## config.mk

```make
export PLATFORM = sky130hd
export DESIGN_NAME = imem_loader
export DESIGN_NICKNAME = d
export VERILOG_FILES = /design/src/rtl/imem_loader_pkg.sv /design/src/rtl/imem_loader_byte_packer.sv /design/src/rtl/imem_loader.sv
export SDC_FILE = /design/constraint.sdc
export NUM_CORES = 1
export LEC_CHECK = 0
export ABC_AREA = 1
export BUFFER_PORTS_ARGS = -buffer_cell sky130_fd_sc_hd__buf_2
export CAP_MARGIN = 20
export CORE_UTILIZATION = 57
export CTS_CLUSTER_SIZE = 8
export DETAILED_ROUTE_END_ITERATION = 8
export PLACE_DENSITY_LB_ADDON = 0.25
export SLEW_MARGIN = 20
export SYNTH_ARGS = -nofsm -noshare
export SYNTH_HDL_FRONTEND = slang
export SYNTH_SLANG_ARGS = --single-unit
```

## constraint.sdc

```tcl
create_clock -name clk -period 1.7 [get_ports clk]
set_input_delay 0.34 -clock clk [delete_from_list [all_inputs] [get_ports clk]]
set_output_delay 0.34 -clock clk [all_outputs]
set_load 0.005 [all_outputs]
```

## src/rtl/imem_loader_pkg.sv

```systemverilog
// imem_loader_pkg
// Shared constants for the boot-time instruction-memory loader: the loader
// state encoding, the frame length-field width and a small helper that
// tells whether a state accepts stream bytes.
// Optional feature macro: IMEM_LOADER_CHECKSUM_EN (adds the CSUM state).
package imem_loader_pkg;

   localparam int LEN_WIDTH = 16;

   typedef enum logic [2:0] {
      LOADER_LEN_HI = 3'd0,
      LOADER_LEN_LO = 3'd1,
      LOADER_DATA   = 3'd2,
`ifdef IMEM_LOADER_CHECKSUM_EN
      LOADER_CSUM   = 3'd3,
`endif
      LOADER_FLUSH  = 3'd4,
      LOADER_DONE   = 3'd5,
      LOADER_ERR    = 3'd6
   } loaderState_e;

   // States in which the loader takes a byte off the stream.
   function automatic logic acceptsBytes(input loaderState_e s);
      logic ok;
      ok = (s == LOADER_LEN_HI) || (s == LOADER_LEN_LO) || (s == LOADER_DATA);
`ifdef IMEM_LOADER_CHECKSUM_EN
      ok = ok || (s == LOADER_CSUM);
`endif
      return ok;
   endfunction

endpackage

```

## src/rtl/imem_loader_byte_packer.sv

```systemverilog
// byte_packer
// Shifts stream bytes into a big-endian 32-bit word and tracks the byte
// lane. When the fourth byte of a word arrives, word_valid_o pulses in the
// same cycle with word_o holding the full word (first byte in bits 31:24).
// Ports:
//   clk, rst_n    clock and asynchronous active-low reset
//   byte_valid_i  a data byte is being consumed this cycle
//   byte_i        the data byte
//   word_valid_o  this byte completes a word
//   word_o        the completed word (meaningful while word_valid_o is high)
module byte_packer
   import imem_loader_pkg::*;
(
   input  logic        clk,
   input  logic        rst_n,
   input  logic        byte_valid_i,
   input  logic [7:0]  byte_i,
   output logic        word_valid_o,
   output logic [31:0] word_o
);

   logic [23:0] shift_q;
   logic [1:0]  lane_q;

   // Keep the three most recent bytes; the lane counter wraps 3->0 exactly
   // when a word completes, so a reset mid-word drops the partial word.
   always_ff @(posedge clk or negedge rst_n) begin
      if (!rst_n) begin
         shift_q <= '0;
         lane_q  <= '0;
      end else if (byte_valid_i) begin
         shift_q <= {shift_q[15:0], byte_i};
         lane_q  <= lane_q + 2'd1;
      end
   end

   assign word_valid_o = byte_valid_i && (lane_q == 2'd3);
   assign word_o       = {shift_q, byte_i};

endmodule

```

## src/rtl/imem_loader.sv

```systemverilog
// imem_loader
// Boot-time instruction-memory loader. Accepts a framed byte stream
// (16-bit big-endian word count N, N big-endian words, optional checksum
// byte), writes the words to imem from byte address 0 and holds the CPU in
// reset until the whole image has landed.
// Optional feature macro: IMEM_LOADER_CHECKSUM_EN -- require a trailing
// byte equal to the XOR of all data bytes.
// Ports:
//   clk, rst_n            clock and asynchronous active-low reset
//   in_byte/in_valid      stream byte and its valid
//   in_ready              loader can take a byte this cycle
//   imem_we/addr/wdata    registered one-cycle word write to imem
//   cpu_rst_n             processor reset, released only once loaded
//   done / error          image loaded / load rejected (terminal)
module imem_loader
   import imem_loader_pkg::*;
#(
   parameter int ADDR_WIDTH = 10,
   parameter int MAX_WORDS  = 256
) (
   input  logic                  clk,
   input  logic                  rst_n,
   input  logic [7:0]            in_byte,
   input  logic                  in_valid,
   output logic                  in_ready,
   output logic                  imem_we,
   output logic [ADDR_WIDTH-1:0] imem_addr,
   output logic [31:0]           imem_wdata,
   output logic                  cpu_rst_n,
   output logic                  done,
   output logic                  error
);

   localparam logic [LEN_WIDTH-1:0]  MAX_LEN = LEN_WIDTH'(MAX_WORDS);
   localparam logic [LEN_WIDTH-1:0]  LEN_ONE = 1;
   localparam logic [ADDR_WIDTH-3:0] IDX_ONE = 1;
`ifdef IMEM_LOADER_CHECKSUM_EN
   localparam loaderState_e AFTER_DATA = LOADER_CSUM;
`else
   localparam loaderState_e AFTER_DATA = LOADER_FLUSH;
`endif

   loaderState_e          state_q;
   logic [LEN_WIDTH-1:0]  len_q;
   logic [ADDR_WIDTH-3:0] wordIdx_q;
   logic                  we_q;
   logic [ADDR_WIDTH-1:0] addr_q;
   logic [31:0]           wdata_q;
`ifdef IMEM_LOADER_CHECKSUM_EN
   logic [7:0]            csum_q;
`endif

   logic                 accept;
   logic                 dataAccept;
   logic                 wordValid;
   logic [31:0]          word;
   logic [LEN_WIDTH-1:0] lenFull;
   logic                 lastWord;

   assign in_ready   = acceptsBytes(state_q);
   assign accept     = in_valid && in_ready;
   assign dataAccept = accept && (state_q == LOADER_DATA);
   assign lenFull    = {len_q[LEN_WIDTH-1:8], in_byte};
   assign lastWord   = (LEN_WIDTH'(wordIdx_q) == (len_q - LEN_ONE));

   byte_packer u_packer (
      .clk          (clk),
      .rst_n        (rst_n),
      .byte_valid_i (dataAccept),
      .byte_i       (in_byte),
      .word_valid_o (wordValid),
      .word_o       (word)
   );

   // Loader FSM together with the registered write port, word counter and
   // checksum accumulator. The write for a word is registered on the edge
   // that accepts its fourth byte, so it reaches memory one edge later;
   // that same edge moves FLUSH to DONE, so the CPU leaves reset only after
   // the final word has been written.
   always_ff @(posedge clk or negedge rst_n) begin
      if (!rst_n) begin
         state_q   <= LOADER_LEN_HI;
         len_q     <= '0;
         wordIdx_q <= '0;
         we_q      <= 1'b0;
         addr_q    <= '0;
         wdata_q   <= '0;
`ifdef IMEM_LOADER_CHECKSUM_EN
         csum_q    <= '0;
`endif
      end else begin
         we_q <= 1'b0;
         if (wordValid) begin
            we_q      <= 1'b1;
            addr_q    <= {wordIdx_q, 2'b00};
            wdata_q   <= word;
            wordIdx_q <= wordIdx_q + IDX_ONE;
         end
`ifdef IMEM_LOADER_CHECKSUM_EN
         if (dataAccept) begin
            csum_q <= csum_q ^ in_byte;
         end
`endif
         unique case (state_q)
            LOADER_LEN_HI: begin
               if (accept) begin
                  len_q   <= {in_byte, 8'h00};
                  state_q <= LOADER_LEN_LO;
               end
            end
            LOADER_LEN_LO: begin
               if (accept) begin
                  len_q <= lenFull;
                  if (lenFull > MAX_LEN) begin
                     state_q <= LOADER_ERR;
                  end else if (lenFull == '0) begin
                     state_q <= AFTER_DATA;
                  end else begin
                     state_q <= LOADER_DATA;
                  end
               end
            end
            LOADER_DATA: begin
               if (wordValid && lastWord) begin
                  state_q <= AFTER_DATA;
               end
            end
`ifdef IMEM_LOADER_CHECKSUM_EN
            LOADER_CSUM: begin
               if (accept) begin
                  state_q <= (in_byte == csum_q) ? LOADER_FLUSH : LOADER_ERR;
               end
            end
`endif
            LOADER_FLUSH: state_q <= LOADER_DONE;
            LOADER_DONE:  state_q <= LOADER_DONE;
            LOADER_ERR:   state_q <= LOADER_ERR;
            default:      state_q <= LOADER_ERR;
         endcase
      end
   end

   assign imem_we    = we_q;
   assign imem_addr  = addr_q;
   assign imem_wdata = wdata_q;
   assign done       = (state_q == LOADER_DONE);
   assign error      = (state_q == LOADER_ERR);
   assign cpu_rst_n  = (state_q == LOADER_DONE);

endmodule

```

==> results.cfg <==
[status]
violations = setup timing
outcome = finished, violations left

[placement]
gp_congestion = 0.855
dp_hpwl_um = 6400
dp_cells = 639
port-buffer-count = 55
pre_cts_slack_ns = -0.0700

[cells_and_area]
synthToLayoutAreaGrowth_pct = 21.2
mostFrequentLayoutCell = nand2_1
layout_common_cells = nand2_1, dfrtp_1, o21ai_0
layout.nets = 576
stdcell_count = 663
diodes = 0
drive_above_1_share_pct = 24.5

[timing]
rsz0062_at_grt = true
fmax_ghz = 0.580
fin_crit_ns = 1.72
tightest_slew_ns = 0.500
fin_worst_skew_ns = 0.0101
period_share_pct = 101
setup_ws_ns = -0.0249
hold_violations = 0
maxSlewHeadroom_pct = 66.6
hold-worst-slack_ns = 0.329
setup_viol = 2
drv_slew = 0

[synth]
syn_area_per_cell_um2 = 8.62
synth_edf_count = 0
syn-cell-area_um2 = 4180
async_flop_share_pct = 100
synth_seq_cells = 94
yosysSeqAreaShare_pct = 56.3
synth_cells = 485
synth_top_flop_cell = dfrtp_1
yosysWarnings = 0
synth.distinct_cells = 33

[floorplan]
die-area_um2 = 7680
rows = 30
fp.dieH_um = 87.7
initial_core_util_pct = 60.2
core_area_um2 = 6940
die_w_um = 87.7
num_io_pins = 58

[pwr]
p_leak_uw = 0.00270
worst_ir_drop_vdd_v = 0.000943
power.density_nw_per_um2 = 1690
finalPower_uw = 8570

[global_routing]
grt_usage_pct = 26.3
antenna_found_initial = 0
grt_overflow = 0
grt_pass1_wl_um = 15200
grt_pass1_vias = 3232
grt_max_degree = 47

[critical_path]
cp-end-kind = output port
cp.required_ns = 1.36
worstSetupStartpointType = flop
cp.arrival_ns = 1.38
critPathMaxFanout = 6
worstSetupPathType = reg2out

[clock_network]
clock-root-buffer = clkbuf_8
tritoncts = built
cts.clk_slew.worst_paths_ns = 0.09
cts_buffers = 9
insertion_delay_ns = 0.36
cts.sinks = 94
clk_path_buf_depth = 2
cts-htree-levels = 3

[flow_run]
drv_cap = 0

[detailed_routing]
drtAntennaViolNets = 0
drt_iter0_drc = 180
vias = 3410
drc = 0
drt_wl_total_um = 9060
via_per_inst = 5.14
wire_per_inst_um = 13.7
drt_pass1_iterations = 5

[hold_path]
holdCritPathClass = in2reg
==> where the power goes <==
group          internal, µW  switching, µW
logic                  1440           1920
clock network           710            831
registers              3060            615
total                  5200           3370
==> cell type report <==
class                           count  area (µm²)
Clock buffer                       10         128
Clock inverter                      6        76.3
Fill cell                         529        1870
Inverter                           60         228
Multi-Input combinational cell    314        1630
Sequential cell                    94        2360
Tap cell                           96         120
Timing Repair Buffer               83         532
==> Yosys cell counts (2+ instances only) <==
library cell	instances	area (µm²)
nor2_4	3	33.8
dfrtp_1	94	2350
buf_1	3	11.3
nand2_1	147	552
xor2_1	9	78.8
o22ai_1	6	37.5
nor3_1	2	10.0
nor2_1	31	116
o31ai_1	8	60.1
o21ai_0	64	320
nand3_1	15	75.1
a21oi_1	4	20.0
ha_1	3	37.5
xnor2_1	3	26.3
inv_1	58	218
buf_4	3	22.5
clkbuf_1	11	41.3
nand4_1	6	37.5
==> cells by family after synthesis <==
family / count (synthesis) / synth area share, %
AOI/OAI and AO/OA: 84 / 10.8
xor gates and xnor gates: 12 / 2.51
adders and majority gates: 3 / 0.898
buffers and inverters: 78 / 7.36
DFF: 94 / 56.3
muxes: 1 / 0.269
other: 1 / 0.0897
and+or+nand+nor: 212 / 21.8
==> path summary, 6_finish.rpt <==
kind / start / end / slack (ns) / cells after the start
setup / recovery: state_q[2]$_DFFE_PN0P_ / done / -0.02 / 4
hold / removal: in_byte[5] / u_packer.shift_q[5]$_DFFE_PN0P_ / 0.33 / 3
setup reg to reg: state_q[0]$_DFFE_PN0P_ / state_q[2]$_DFFE_PN0P_ / 0.02 / 12
hold reg to reg: imem_wdata[28]$_DFFE_PN0P_ / imem_wdata[28]$_DFFE_PN0P_ / 0.47 / 2
max in group asynchronous: rst_n / len_q[5]$_DFFE_PN0P_ / 0.68 / 3
min in group asynchronous: rst_n / imem_wdata[31]$_DFFE_PN0P_ / 0.48 / 2
==> state kept, by name, summed over array words and instances, names as in the netlist <==
register          flops
imem_addr             8
imem_we               1
state_q               3
wordIdx_q             8
u_packer.shift_q     24
u_packer.lane_q       2
len_q                16
imem_wdata           32
==> per-layer routing <==
metal	share of wire [%]	vias up	GRT usage, %
li1	-	1681	-
met1	48	1617	35.8
met2	46	96	43.2
met3	4.1	16	3.77
met4	1.8	0	9.99
met5	0	-	0
==> worst max-delay path, stage by stage (launching register included) <==
cell and delay [ns]:
dfrtp_1 0.44, inv_2 0.08, buf_4 0.16, nor2_1 0.20, buf_2 0.16
==> per-stage QoR <==
| stage | setup TNS [ns] | instance area [µm²] | utilization [%] |
|---|---|---|---|
| 2_1_floorplan | 0 | 4190 | - |
| 3_3_place_gp | 0 | 4690 | 67.5 |
| 3_5_place_dp | -0.160 | 4690 | 67.5 |
| 4_1_cts | -0.111 | 4960 | 71.4 |
| 5_1_grt | -0.842 | 5070 | 73.0 |
| 6_report | -0.0474 | 5070 | 73.0 |
==> what timing repair did <==
action,4_1_cts,5_1_grt
hold buffers,1,0
setup endpoints to repair,6,10
resized for setup,14,26
hold endpoints to repair,36,0
setup buffers,2,5
pin swaps,9,16
Note: power is estimated with default switching activity, not from simulation.
